[config.mk]
export PLATFORM = sky130hd
export DESIGN_NAME = uart_reg_hub
export DESIGN_NICKNAME = d
export VERILOG_FILES = /design/src/rtl/uart_reg_hub.sv
export SDC_FILE = /design/constraint.sdc
export NUM_CORES = 1
export LEC_CHECK = 0
export BUFFER_PORTS_ARGS = -buffer_cell sky130_fd_sc_hd__clkbuf_2
export CORE_MARGIN = 10
export CORE_UTILIZATION = 45
export CTS_CLUSTER_SIZE = 28
export DETAILED_ROUTE_END_ITERATION = 8
export SYNTH_ARGS = -nofsm -noshare
export SYNTH_HDL_FRONTEND = slang
export SYNTH_SLANG_ARGS = --single-unit
[constraint.sdc]
create_clock -name sys_clk -period 3.71 [get_ports sys_clk]
set_clock_uncertainty 0.2 [all_clocks]
set_input_delay 0.371 -clock sys_clk [delete_from_list [all_inputs] [get_ports sys_clk]]
set_output_delay 0.371 -clock sys_clk [all_outputs]
set_load 0.02 [all_outputs]
[src/rtl/uart_reg_hub.sv]
// uart_reg_hub: a register bank driven by UART bytes. Bytes arrive either as a
// plain shift stream or as escaped, addressed writes that time out when the
// line goes idle. A debounced push key and write acknowledgements share the
// UART transmitter.
//
// Handshakes: rx_valid is a one-cycle strobe, and rx_data is sampled only in
// that cycle. There is no back-pressure on receive. tx_send is a one-cycle
// strobe that is only issued when tx_busy was low at the deciding edge. A
// 2-cycle guard follows each send so the transmitter has time to raise busy.
// tx_data holds its value from one send until the next.
module uart_reg_hub #(
  parameter int         NUM_REGS = 4,
  parameter int         DEBOUNCE = 1000000,
  parameter int         TIMEOUT  = 5000000,
  parameter logic [7:0] TX_INIT  = 8'h30,
  parameter logic [7:0] ESC      = 8'hA5
) (
  input  logic                  sys_clk,
  input  logic                  sys_rst,
  input  logic                  rx_valid,
  input  logic [7:0]            rx_data,
  input  logic                  tx_busy,
  output logic                  tx_send,
  output logic [7:0]            tx_data,
  input  logic                  key_n,
  output logic [8*NUM_REGS-1:0] regs,
  output logic                  vga_mode,
  output logic [7:0]            err_cnt,
  output logic [1:0]            dbg_state  // parser state: 0 IDLE, 1 ADDR, 2 DATA
);

  localparam int TW = $clog2(TIMEOUT + 1);
  localparam int DW = $clog2(DEBOUNCE + 1);

  typedef enum logic [1:0] {ST_IDLE = 2'd0, ST_ADDR = 2'd1, ST_DATA = 2'd2} state_e;

  state_e          state_q, state_d;
  logic [3:0]      idx_q, idx_d;
  logic [7:0]      regs_q [NUM_REGS];
  logic [7:0]      regs_d [NUM_REGS];
  logic [TW-1:0]   tmo_q, tmo_d;
  logic [7:0]      err_q, err_d;
  logic            err_inc, ack_set;

  logic            sync1_q, sync1_d, sync2_q, sync2_d;
  logic            deb_lvl_q, deb_lvl_d, key_fall_q, key_fall_d;
  logic [DW-1:0]   deb_cnt_q, deb_cnt_d;

  logic            ack_pend_q, ack_pend_d, key_pend_q, key_pend_d;
  logic [7:0]      ack_byte_q, ack_byte_d, key_cnt_q, key_cnt_d;
  logic [1:0]      guard_q, guard_d;
  logic            tx_send_q, tx_send_d;
  logic [7:0]      tx_data_q, tx_data_d;
  logic            send_ack, send_key;

  // Byte parser: shift stream, escape/address/data decode and idle timeout
  always_comb begin
    state_d = state_q;
    idx_d   = idx_q;
    regs_d  = regs_q;
    tmo_d   = tmo_q;
    err_inc = 1'b0;
    ack_set = 1'b0;
    if (rx_valid) begin
      tmo_d = '0;
      case (state_q)
        ST_IDLE: begin
          if (rx_data == ESC) begin
            state_d = ST_ADDR;
          end else begin
            for (int i = 1; i < NUM_REGS; i++) regs_d[i] = regs_q[i-1];
            regs_d[0] = rx_data;
          end
        end
        ST_ADDR: begin
          if (rx_data == ESC) begin
            // Doubled escape is a literal escape byte in the stream
            for (int i = 1; i < NUM_REGS; i++) regs_d[i] = regs_q[i-1];
            regs_d[0] = ESC;
            state_d   = ST_IDLE;
          end else if ({1'b0, rx_data[3:0]} < 5'(NUM_REGS)) begin
            idx_d   = rx_data[3:0];
            state_d = ST_DATA;
          end else begin
            err_inc = 1'b1;
            state_d = ST_IDLE;
          end
        end
        ST_DATA: begin
          for (int i = 0; i < NUM_REGS; i++) begin
            if (idx_q == 4'(i)) regs_d[i] = rx_data;
          end
          ack_set = 1'b1;
          state_d = ST_IDLE;
        end
        default: state_d = ST_IDLE;
      endcase
    end else if (state_q != ST_IDLE) begin
      // A byte arriving on the expiry cycle takes the branch above instead
      if (tmo_q == TW'(TIMEOUT - 1)) begin
        tmo_d   = '0;
        err_inc = 1'b1;
        state_d = ST_IDLE;
      end else begin
        tmo_d = tmo_q + 1'b1;
      end
    end
    err_d = (err_inc && err_q != 8'hFF) ? err_q + 8'd1 : err_q;
  end

  // Key synchroniser and debouncer; a debounced fall produces a one-cycle pulse
  always_comb begin
    sync1_d    = key_n;
    sync2_d    = sync1_q;
    deb_lvl_d  = deb_lvl_q;
    deb_cnt_d  = deb_cnt_q;
    key_fall_d = 1'b0;
    if (sync2_q == deb_lvl_q) begin
      deb_cnt_d = '0;
    end else if (deb_cnt_q == DW'(DEBOUNCE - 1)) begin
      deb_lvl_d  = sync2_q;
      deb_cnt_d  = '0;
      key_fall_d = ~sync2_q;
    end else begin
      deb_cnt_d = deb_cnt_q + 1'b1;
    end
  end

  // Transmit arbiter: ack beats key, with a guard after every send
  always_comb begin
    send_ack   = ack_pend_q && !tx_busy && (guard_q == 2'd0);
    send_key   = key_pend_q && !ack_pend_q && !tx_busy && (guard_q == 2'd0);
    tx_send_d  = send_ack || send_key;
    tx_data_d  = tx_data_q;
    key_cnt_d  = key_cnt_q;
    if (send_ack) begin
      tx_data_d = ack_byte_q;
    end else if (send_key) begin
      tx_data_d = key_cnt_q;
      key_cnt_d = key_cnt_q + 8'd1;
    end
    if (tx_send_d)            guard_d = 2'd2;
    else if (guard_q != 2'd0) guard_d = guard_q - 2'd1;
    else                      guard_d = 2'd0;
    // A new event in the same cycle as its own send keeps the flag set
    ack_pend_d = ack_set ? 1'b1 : (send_ack ? 1'b0 : ack_pend_q);
    ack_byte_d = ack_set ? (8'h80 | {4'b0, idx_q}) : ack_byte_q;
    key_pend_d = key_fall_q ? 1'b1 : (send_key ? 1'b0 : key_pend_q);
  end

  // State registers with synchronous reset
  always_ff @(posedge sys_clk) begin
    if (sys_rst) begin
      state_q    <= ST_IDLE;
      idx_q      <= '0;
      for (int i = 0; i < NUM_REGS; i++) regs_q[i] <= '0;
      tmo_q      <= '0;
      err_q      <= '0;
      sync1_q    <= 1'b1;
      sync2_q    <= 1'b1;
      deb_lvl_q  <= 1'b1;
      deb_cnt_q  <= '0;
      key_fall_q <= 1'b0;
      ack_pend_q <= 1'b0;
      ack_byte_q <= '0;
      key_pend_q <= 1'b0;
      key_cnt_q  <= TX_INIT;
      guard_q    <= '0;
      tx_send_q  <= 1'b0;
      tx_data_q  <= '0;
    end else begin
      state_q    <= state_d;
      idx_q      <= idx_d;
      regs_q     <= regs_d;
      tmo_q      <= tmo_d;
      err_q      <= err_d;
      sync1_q    <= sync1_d;
      sync2_q    <= sync2_d;
      deb_lvl_q  <= deb_lvl_d;
      deb_cnt_q  <= deb_cnt_d;
      key_fall_q <= key_fall_d;
      ack_pend_q <= ack_pend_d;
      ack_byte_q <= ack_byte_d;
      key_pend_q <= key_pend_d;
      key_cnt_q  <= key_cnt_d;
      guard_q    <= guard_d;
      tx_send_q  <= tx_send_d;
      tx_data_q  <= tx_data_d;
    end
  end

  // Flatten the register array onto the output bus
  always_comb begin
    regs = '0;
    for (int i = 0; i < NUM_REGS; i++) regs[8*i +: 8] = regs_q[i];
  end

  assign vga_mode  = regs_q[0][0];
  assign err_cnt   = err_q;
  assign tx_send   = tx_send_q;
  assign tx_data   = tx_data_q;
  assign dbg_state = state_q;

endmodule
; After elaboration in Yosys (flattened, before gate mapping)
; Cells that the tools add are included.
[totals]
register_bits = 119
inputBits = 13
output_inout_bits = 52
elab_cells = 113
[classes]
addsub = 5
n_lt_le_gt_ge = 1
eq_ne = 17
mux = 31
bitwise = 6
n_reduce_logical = 32
[ops]
columns = cell, n
row1 = $pmux 32 s3, 1
row2 = $mux 32, 2
row3 = $mux 8, 6
row4 = $add 23x1->23 const B, 1
row5 = $eq 23x23->1 const B, 1
row6 = $mux 23, 1
row7 = $add 20x1->20 const B, 1
row8 = $eq 20x20->1 const B, 1
row9 = $reduce_and 5->1, 4
row10 = $add 8x1->8 const B, 2
row11 = $mux 2, 8
row12 = $reduce_bool 2->1, 7
row13 = $mux 1, 12
row14 = $ne 2x2->1 const B, 6
row15 = $reduce_or 3->1, 3
row16 = $eq 4x2->1 const B, 2
row17 = $eq 8x8->1 const B, 1
row18 = $ne 8x8->1 const B, 1
row19 = $logic_and 1x1->1, 6
row20 = $not 1->1, 6
row21 = $eq 4x1->1 const B, 1
row22 = $logic_not 2->1, 2
row23 = $logic_not 4->1, 1
row24 = $lt 4x3->1 const B, 1
row25 = 13 further kinds, 15

; Longest topological paths before layout
; Gate-level depths: netlist of run 1.
[logic_depth]
ltp_word = 6
ltp_mapped = 9
ltp_nobuf = 7

; Worst setup path after synthesis of run 1
; Ideal clock, no wire load.
[synth_path]
kind = register -> register
from = register state_q[0], in the netlist dbg_state[0]
to = register err_q[4], in the netlist err_cnt[4]
setup_time_ns = 0.123
t_arrival_ns = 2.438
required_ns = 3.387
slack_ns = 0.949
path_stages_with_launch = 10
path_buffers = 2
period_less_slack_ns = 2.761
path_cell_list = dfxtp_1 -> inv_1 -> ha_1 -> buf_2 -> nand4b_1 -> nor4_4 -> a22oi_2 -> buf_6 -> nor4b_2 -> mux2_1
[synth_via]
elab_chain_len = 4
elab_cells_between_ends = 6
cone_classes = eq/ne (1) / mux (3) / reduce/logical (2)
[synth_lines]
columns = item, line_no
row1 = start: declaration, 37  ; state_e state_q, state_d;
row2 = start signal: assignment, 172  ; state_q <= state_d;
row3 = $eq 2x1->1 / $reduce_bool 2->1 (equally long branches), "66, 98"
row4 = $mux 1 (on tied branches), "66, 98"
row5 = $mux 1 *, 64  ; if (rx_valid) begin
row6 = $logic_and 1x1->1 *, 108  ; err_d = (err_inc && err_q != 8'hFF) ? err_q + 8'd1 : err_q;
row7 = end signal: assignment, 176  ; err_q <= err_d;
row8 = end: declaration, 42  ; logic [7:0] err_q, err_d;
; Mark *: on every way between the ends. The rest lies on a longest branch, timed or not.
; A chain may end at the register's enable or synchronous reset.

; Worst setup path in the final report of run 1
; Ends and elaborated chain as after synthesis.

==> results of run 1 <==
sequential cells by signal, summed over array words and instances, names as in the netlist:
signal      flops
sync1_q         1
deb_lvl_q       1
sync2_q         1
key_pend_q      1
tx_data         8
tmo_q          23
regs           32
idx_q           4
tx_send         1
deb_cnt_q      20
err_cnt         8
ack_byte_q      5
key_cnt_q       8
key_fall_q      1
ack_pend_q      1
dbg_state       2
guard_q         2
worst max path at each step:
stage	startpoint	endpoint	depth (start not counted)	slack, ns
after global routing	dbg_state[0]	tmo_q[13]	7	0.58
after CTS	dbg_state[0]	err_cnt[4]	7	0.86
after global placement	dbg_state[0]	err_cnt[4]	7	0.98
after detailed placement	dbg_state[0]	err_cnt[4]	7	0.86
after floorplan	dbg_state[0]	err_cnt[4]	9	0.95
final	dbg_state[0]	err_cnt[4]	7	0.87
report_power, final:
part	internal (mW)	total, mW	switching, mW
clock	1.28	1.83	0.550
combinational	0.0327	0.103	0.0699
sequential	1.29	1.30	0.00927
total	2.60	3.23	0.629
repair_timing:
item	CTS	global route
setup endpoints to repair	0	0
hold buffers	1	0
hold endpoints to repair	1	0
buffers inserted	0	0
stage by stage:
stage | utilization (%) | power, mW | hold WS [ns] | cells
floorplan | - | 1.39 | 0.189 | 634
global placement | 49.7 | 1.43 | 0.194 | 815
detailed placement | 49.7 | 1.43 | 0.197 | 815
CTS | 55.6 | 3.26 | 0.0427 | 848
global route | 55.6 | 3.33 | 0.0664 | 848
finish | 55.6 | 3.23 | 0.0615 | 848
kinds of logic (layout without fill, tap and decap cells):
| family | count (synthesis) | count (layout) | share of synthesized area (%) |
|---|---|---|---|
| AOI/OAI and AO/OA | 99 | 99 | 11.8 |
| xor gates and xnor gates | 46 | 46 | 7.61 |
| adders and majority gates | 8 | 8 | 1.89 |
| buffers and inverters | 46 | 117 | 3.52 |
| DFF | 119 | 119 | 45.0 |
| muxes | 11 | 11 | 2.15 |
| and+or+nand+nor | 305 | 305 | 28.0 |
cells in the mapped netlist (2+ instances only):
library cell | instances | share of area, %
nor3_1 | 15 | 1.4
and3_1 | 9 | 1.1
xor2_1 | 14 | 2.3
o31ai_1 | 2 | 0.28
or4_1 | 3 | 0.43
nand4b_1 | 5 | 0.83
dfxtp_1 | 119 | 45
nand4_1 | 8 | 0.95
mux2_2 | 2 | 0.43
and4_1 | 3 | 0.50
inv_1 | 15 | 1.1
nor4b_1 | 2 | 0.33
nor2_1 | 79 | 5.6
ha_1 | 8 | 1.9
nand2b_1 | 6 | 0.71
o41ai_1 | 2 | 0.33
nor4_1 | 7 | 0.83
o211ai_1 | 4 | 0.57
mux2i_1 | 8 | 1.5
buf_1 | 3 | 0.21
o21ai_0 | 6 | 0.57
clkbuf_1 | 24 | 1.7
nor2b_1 | 8 | 0.95
a21o_1 | 28 | 4.0
xnor2_1 | 32 | 5.3
buf_2 | 2 | 0.19
nand2_1 | 114 | 8.1
nand3_1 | 18 | 1.7
a21oi_1 | 47 | 4.4
or3_1 | 4 | 0.47
or2_2 | 6 | 0.71
nor4_4 | 2 | 0.80
and2_1 | 6 | 0.71
or4b_1 | 2 | 0.38
or3b_2 | 2 | 0.33
a311oi_1 | 4 | 0.66
placed cells by master, fill, tap and decap left out, types with 3 or more instances in the layout:
master	netlist	layout
bufinv_16	0	5
clkbuf_8	0	5
clkbuf_16	0	17
nand2_1	114	114
and2_1	6	6
xnor2_1	32	32
a21oi_1	47	47
o21ai_0	6	6
or2_2	6	6
a311oi_1	4	4
and4_1	3	3
nand4_1	8	8
a21o_1	28	28
nor4_1	7	7
dfxtp_1	119	119
and3_1	9	9
or4_1	3	3
inv_1	15	15
buf_4	1	5
clkinv_2	0	3
nor2b_1	8	8
nand4b_1	5	5
nand2b_1	6	6
ha_1	8	8
xor2_1	14	14
o211ai_1	4	4
nor2_1	79	79
nor3_1	15	15
mux2i_1	8	8
clkbuf_2	0	64
or3_1	4	4
nand3_1	18	18
layout make-up:
| type | instances | share of cell area, % |
|---|---|---|
| multi-input cells | 469 | 42.7 |
| well taps | 143 | 2.81 |
| clock buffers | 24 | 7.87 |
| repair buffers | 70 | 5.77 |
| clock inverters | 8 | 2.59 |
| inverters | 15 | 0.883 |
| flip-flops and latches | 119 | 37.4 |
layer usage:
metal  vias to the layer above  GRT usage [%]
met2                        85           22.6
met1                      2008           18.6
met5                         -              0
met4                         0           5.70
li1                       2269              -
met3                         4           5.46
worst register-to-register path, stage by stage, from the launching register on:
cell	delay, ns
dfxtp_1	0.39
inv_1	0.10
ha_1	0.33
nand4b_1	0.41
nor4_4	0.39
a22oi_2	0.23
nor4b_2	0.34
mux2_1	0.34
==> metrics.txt, run 1 <==
worst-case reg-to-reg path depth 7; Critical Path End Type flip-flop; Final Hold Vio Count 0; ys async rst share 0%; Yosys warnings 0; Initial Util 46.1%; first-pass GRT wire length 20.2 mm; Synth cell types 51; RSZ-0062 raised after global routing false; Root Buffer clkbuf_16; number of max-cap violations 0; Slew @ Worst Pin 1.03 ns; post-cts resize count 0; Crit Reg-Reg Startpoint dbg_state[0]; reg2reg setup slack 0.87 ns; Largest stage delay, worst path 0.41 ns; Net Count, Synth 655; Pre-antenna DRT Iters 4; H-tree levels 4; # setup viols final 0; top routing layer in use met4; TritonCTS clock tree built; LEAKAGE 2.35 nW; P&R area growth vs syn 20.5%; status completed; cts bufs inserted 17; cell family with most CP delay simple AND/OR/NAND/NOR gates; Final TNS setup 0 ns; Hold Path Sink idx_q[0]; DRT antenna net count 0; P per Cell Area 507 mW/mm²; CP arrival 2.93 ns; mean post-synth cell area 8.35 µm²; antenna violations before repair 0; met3 WL 637 µm; Register Area 0.00238 mm²; Die W 128 µm; routed len/inst 14.2 µm; setup ws final 0.871 ns; hold_sp rx_data[0]; Final HPWL DP 8.40 mm; layout cells sized above 1 16.2%; core area 0.0115 mm²; gpl congestion 0.798; EDFF count, synth 0; Pins Over Slew Limit 0; row count 39; final worst-path cycle share 76.5%; HP Class in -> reg; # IOs 65; mapped cell area 0.00529 mm²; Worst slew margin 31.2%; met2 WL post-DR 5.69 mm; grt total ovfl 0; WS Path Type reg -> reg; initial DRC count 312; CP startpoint kind flip-flop; Synth Instances 634; Post-synth top flop dfxtp_1; sequential share of the synthesized area 45.0%; # clock sinks 119; Layout Nets 713; placed inst area 0.00570 mm²; area occupied by multi-input gates 0.00272 mm²; ANT cells 0; Total GRT Usage 14.8%; maximum VDD drop 0.343 mV; Worst-path clk slew 0.05 ns; Buf/Inv on CP 1; fin crit period 2.84 ns; final wirelength 12.1 mm; DR vias/cell 5.15; Clk Latency, worst-skew pair 0.40 ns; Clock Path Buffers 2; Yosys reg bits 119; Final Cell Area 0.00637 mm²; CP max-delay cell nand4b_1; pre-CTS setup slack 0.856 ns; crit-path max FO 11; vias in the first global route 4209; reg2reg end err_cnt[4]; Fill cells 1048; die area 0.0165 mm²; fmax 352 MHz; worst hold path depth 3; DRC viols 0; DR vias 4366; largest net degree at the start of global routing 68; CP required 3.80 ns; crit-path cells inv_1 > ha_1 > nand4b_1 > nor4_4 > a22oi_2 > nor4b_2 > mux2_1; IO Port Bufs 64; WL met1 5.70 mm; Die Ht 128 µm
Power figures use the tool's default switching activity.
==> inputs of run 2 (changes only) <==
Clock period 3.71 ns to 3 ns, I/O delays scaled along.
==> metrics.txt, run 2 (same netlist as run 1, synthesis figures left out) <==
status completed; number of max-cap violations 0; Int Pwr 3.16 mW; CP required 3.09 ns; row count 39; LEAKAGE 2.37 nW; initial DRC count 299; largest net degree at the start of global routing 55; Die W 128 µm; TritonCTS clock tree built; Net Sw Power 0.780 mW; IO Port Bufs 64; pre-CTS setup slack 0.332 ns; worst-case reg-to-reg path depth 7; Slew @ Worst Pin 1.00 ns; Die Ht 128 µm; Clk Latency, worst-skew pair 0.41 ns; Critical Path End Type flip-flop; postcts setup bufs 0; Final HPWL DP 8.60 mm; final wirelength 12.1 mm; maximum VDD drop 0.367 mV; antenna violations before repair 0; ANT cells 0; Post-Place Cells 820; CP startpoint kind flip-flop; post-cts resize count 0; Clock Path Buffers 2; Pre-antenna DRT Iters 4; Final TNS setup 0 ns; Sw Ratio 19.8%; die area 0.0165 mm²; H-tree levels 4; layout cells sized above 1 16.7%; Final Hold Vio Count 0; sequential power share 40.8%; Worst slew margin 33.0%; # IOs 65; final design utilization 56.0%; worst hold path depth 4; final worst-path cycle share 90.7%; fin crit period 2.72 ns; DRC viols 0; Clk network pwr share 55.9%; Layout Nets 719; RSZ-0062 raised after global routing false; grt total ovfl 0; CP arrival 2.81 ns; most common cell after layout, fill and taps aside dfxtp_1; WS Path Type reg -> reg; cts bufs inserted 17; Worst Hold Slack 0.0413 ns; Post-CTS Hold Buffers 2; core area 0.0115 mm²; crit-path max FO 11; part of the power in combinational logic 3.4%; gpl congestion 0.815; DR vias 4418; Final Cell Area 0.00642 mm²; first-pass GRT wire length 20.4 mm; vias in the first global route 4256; setup ws final 0.280 ns; HP Class in -> reg; P&R area growth vs syn 21.4%; DR vias/cell 5.17; Worst-path clk slew 0.06 ns; max reg flops 32; routed len/inst 14.2 µm; # setup viols final 0; DRT antenna net count 0; Cell Count, Final, Fillers Out 854; placed inst area 0.00575 mm²; # clock sinks 119; Total Power 3.94 mW; Total GRT Usage 15.1%; most frequent cells in the layout dfxtp_1 (119), nand2_1 (114), nor2_1 (79), clkbuf_2 (64), a21oi_1 (47); Fill cells 1058; fmax 368 MHz; Initial Util 46.1%; Root Buffer clkbuf_16; Pins Over Slew Limit 0; P per Cell Area 614 mW/mm²
-- run 2: cell types whose count changed in the layout (fill, tap and decap cells not counted), sizes merged --
| cell | previous run | this run |
|---|---|---|
| clkbuf | 88 | 89 |
| clkinv | 3 | 2 |
| dlygate4sd3 | 1 | 2 |
| buf | 5 | 10 |
| bufinv | 5 | 4 |
| clkinvlp | 0 | 1 |
-- run 2: path summary, 6_finish.rpt --
check / from / to / slack, ns
worst min register to register: sync1_q / sync2_q / 0.21
worst max-delay path: dbg_state[1] / err_cnt[4] / 0.28
worst max register to register: dbg_state[1] / err_cnt[4] / 0.28
worst min-delay path: rx_data[6] / regs[6] / 0.04
-- run 2: cell type report --
| type | instances | area, µm² | area share [%] |
|---|---|---|---|
| tap | 143 | 179 | 2.79 |
| inverter | 15 | 56.3 | 0.877 |
| multi-input combinational | 469 | 2720 | 42.4 |
| sequential | 119 | 2380 | 37.1 |
| clock buffer | 25 | 515 | 8.03 |
| timing repair buffer | 76 | 428 | 6.66 |
| clock inverter | 7 | 138 | 2.14 |
-- run 2: critical path, cell delays in order (launching register included) --
cell and delay, ns:
dfxtp_1 0.37, inv_1 0.10, ha_1 0.31, nand4b_1 0.30, nor4_4 0.33, a22oi_2 0.23
nor4b_2 0.39, mux2_1 0.36
-- run 2: layer usage --
metal | global-route usage (%) | share of wire (%) | vias up
met5 | 0 | 0 | -
met3 | 5.30 | 5.7 | 19
met1 | 18.5 | 46 | 2021
met4 | 7.88 | 2.0 | 0
met2 | 22.8 | 46 | 98
li1 | - | - | 2280
-- run 2: power by group through the flow --
stage	Clock (mW)	Sequential (mW)	Combinational, mW
final	2.20	1.61	0.132
after global routing	2.33	1.61	0.146
after global placement	0	1.64	0.129
after CTS	2.24	1.61	0.134
after floorplan	0	1.65	0.0687
after detailed placement	0	1.64	0.131
==> inputs of run 3 (changes only) <==
Clock period 3 ns to 3.2 ns, I/O delays scaled along.
==> metrics.txt, run 3 (same netlist as run 1, synthesis figures left out) <==
status completed; Cell Count, Final, Fillers Out 851; LEAKAGE 2.34 nW; maximum VDD drop 0.376 mV; Root Buffer clkbuf_16; Die W 128 µm; Final Cell Area 0.00637 mm²; Slew @ Worst Pin 1.08 ns; H-tree levels 4; # IOs 65; postcts setup bufs 0; Final Hold Vio Count 0; Levels on crit path 7; max reg flops 32; CP required 3.34 ns; Layout Nets 716; Clock Path Buffers 2; ANT cells 0; Pins Over Slew Limit 0; Clk Latency, worst-skew pair 0.41 ns; TritonCTS clock tree built; initial DRC count 287; # clock sinks 119; DR vias/cell 5.17; largest net degree at the start of global routing 67; Worst slew margin 27.8%; core area 0.0115 mm²; cell family with most CP delay simple AND/OR/NAND/NOR gates; HP Class in -> reg; Fill cells 1058; grt total ovfl 0; most common cell after layout, fill and taps aside dfxtp_1; placed inst area 0.00572 mm²; DR vias 4397; cts bufs inserted 17; Die Ht 128 µm; Buf/Inv on CP 1; P&R area growth vs syn 20.4%; Final TNS setup 0 ns; P per Cell Area 576 mW/mm²; Worst Hold Slack 0.00716 ns; DRC viols 0; Setup crit start dbg_state[0]; RSZ-0062 raised after global routing false; CP startpoint kind flip-flop; CP Capture Point err_cnt[7]; worst-case reg-to-reg path depth 7; routed len/inst 14.2 µm; Initial Util 46.1%; first-pass GRT wire length 19.8 mm; most frequent cells in the layout dfxtp_1 (119), nand2_1 (114), nor2_1 (79), clkbuf_2 (64), a21oi_1 (47); reg2reg end err_cnt[7]; Crit Reg-Reg Startpoint dbg_state[0]; die area 0.0165 mm²; WS Path Type reg -> reg; CP max-delay cell or4b_1; vias in the first global route 4102; final worst-path cycle share 87.4%; gpl congestion 0.820; DRT antenna net count 0; antenna violations before repair 0; reg2reg setup slack 0.40 ns; Pre-antenna DRT Iters 4; number of max-cap violations 0; Post-Place Cells 818; fmax 357 MHz; row count 39; IO Port Bufs 64; fin crit period 2.80 ns; Final HPWL DP 8.42 mm; final wirelength 12.1 mm; Worst-path clk slew 0.06 ns; layout cells sized above 1 16.7%; CP arrival 2.93 ns; Total GRT Usage 14.5%; Critical Path End Type flip-flop; Largest stage delay, worst path 0.54 ns; # setup viols final 0; crit-path cells inv_1 > ha_1 > nand4b_1 > nor4_4 > a22oi_2 > or4b_1 > a21oi_1; crit-path max FO 11
==> run 3: cell count changes in the layout (fill, tap and decap cells not counted) <==
cell           before  now
clkinvlp_4          1    2
clkbuf_8            6    3
clkinv_2            2    3
buf_12              1    0
dlygate4sd3_1       2    1
inv_6               0    2
buf_4               9    8
clkbuf_1            2    1
==> run 3: metrics by stage <==
stage	total power, mW	util [%]	worst slack (ns)
global placement	1.66	49.9	0.498
finish	3.67	55.5	0.402
global route	3.79	55.5	0.172
CTS	3.70	55.5	0.399
floorplan	1.61	-	0.439
detailed placement	1.66	49.9	0.414
==> run 3: how the worst min path moves through the flow <==
| stage | startpoint | end | slack (ns) | depth (start not counted) |
|---|---|---|---|---|
| detailed placement | sync1_q | sync2_q | 0.19 | 1 |
| CTS | rx_data[0] | idx_q[0] | 0.004 | 3 |
| finish | rx_data[0] | idx_q[0] | 0.007 | 3 |
| floorplan | sync1_q | sync2_q | 0.19 | 1 |
| global route | rx_data[6] | regs[6] | 0.03 | 4 |
| global placement | sync1_q | sync2_q | 0.19 | 1 |
==> run 3: layout make-up <==
cell class                 count  area [µm²]  share of cell area, %
inverter                      15        56.3                  0.884
tap                          143         179                   2.81
clock inverter                11         168                   2.63
sequential                   119        2380                   37.4
multi-input combinational    469        2720                   42.8
clock buffer                  21         470                   7.39
timing repair buffer          73         390                   6.13
==> run 3: power by group <==
part           switching (mW)  internal, mW
clock network           0.677          1.36
logic                  0.0808        0.0388
registers              0.0108          1.50
total                   0.768          2.90
==> run 3: per-layer routing <==
layer	up-vias	track usage, %	routed length (µm)
met1	2029	17.9	5610
met5	-	0	0
li1	2267	-	-
met4	0	5.76	173
met3	14	5.05	707
met2	87	22.7	5580
==> run 3: what timing repair did <==
action | in CTS | in global routing
hold endpoints to repair | 1 | 0
gates resized for setup | 0 | 0
endpoints found under the setup margin | 0 | 0
hold buffers | 1 | 0
==> run 3: worst min-delay path: stages <==
cell,delay [ns]
clkbuf_2,0.12
mux2i_1,0.07
nor2_1,0.07
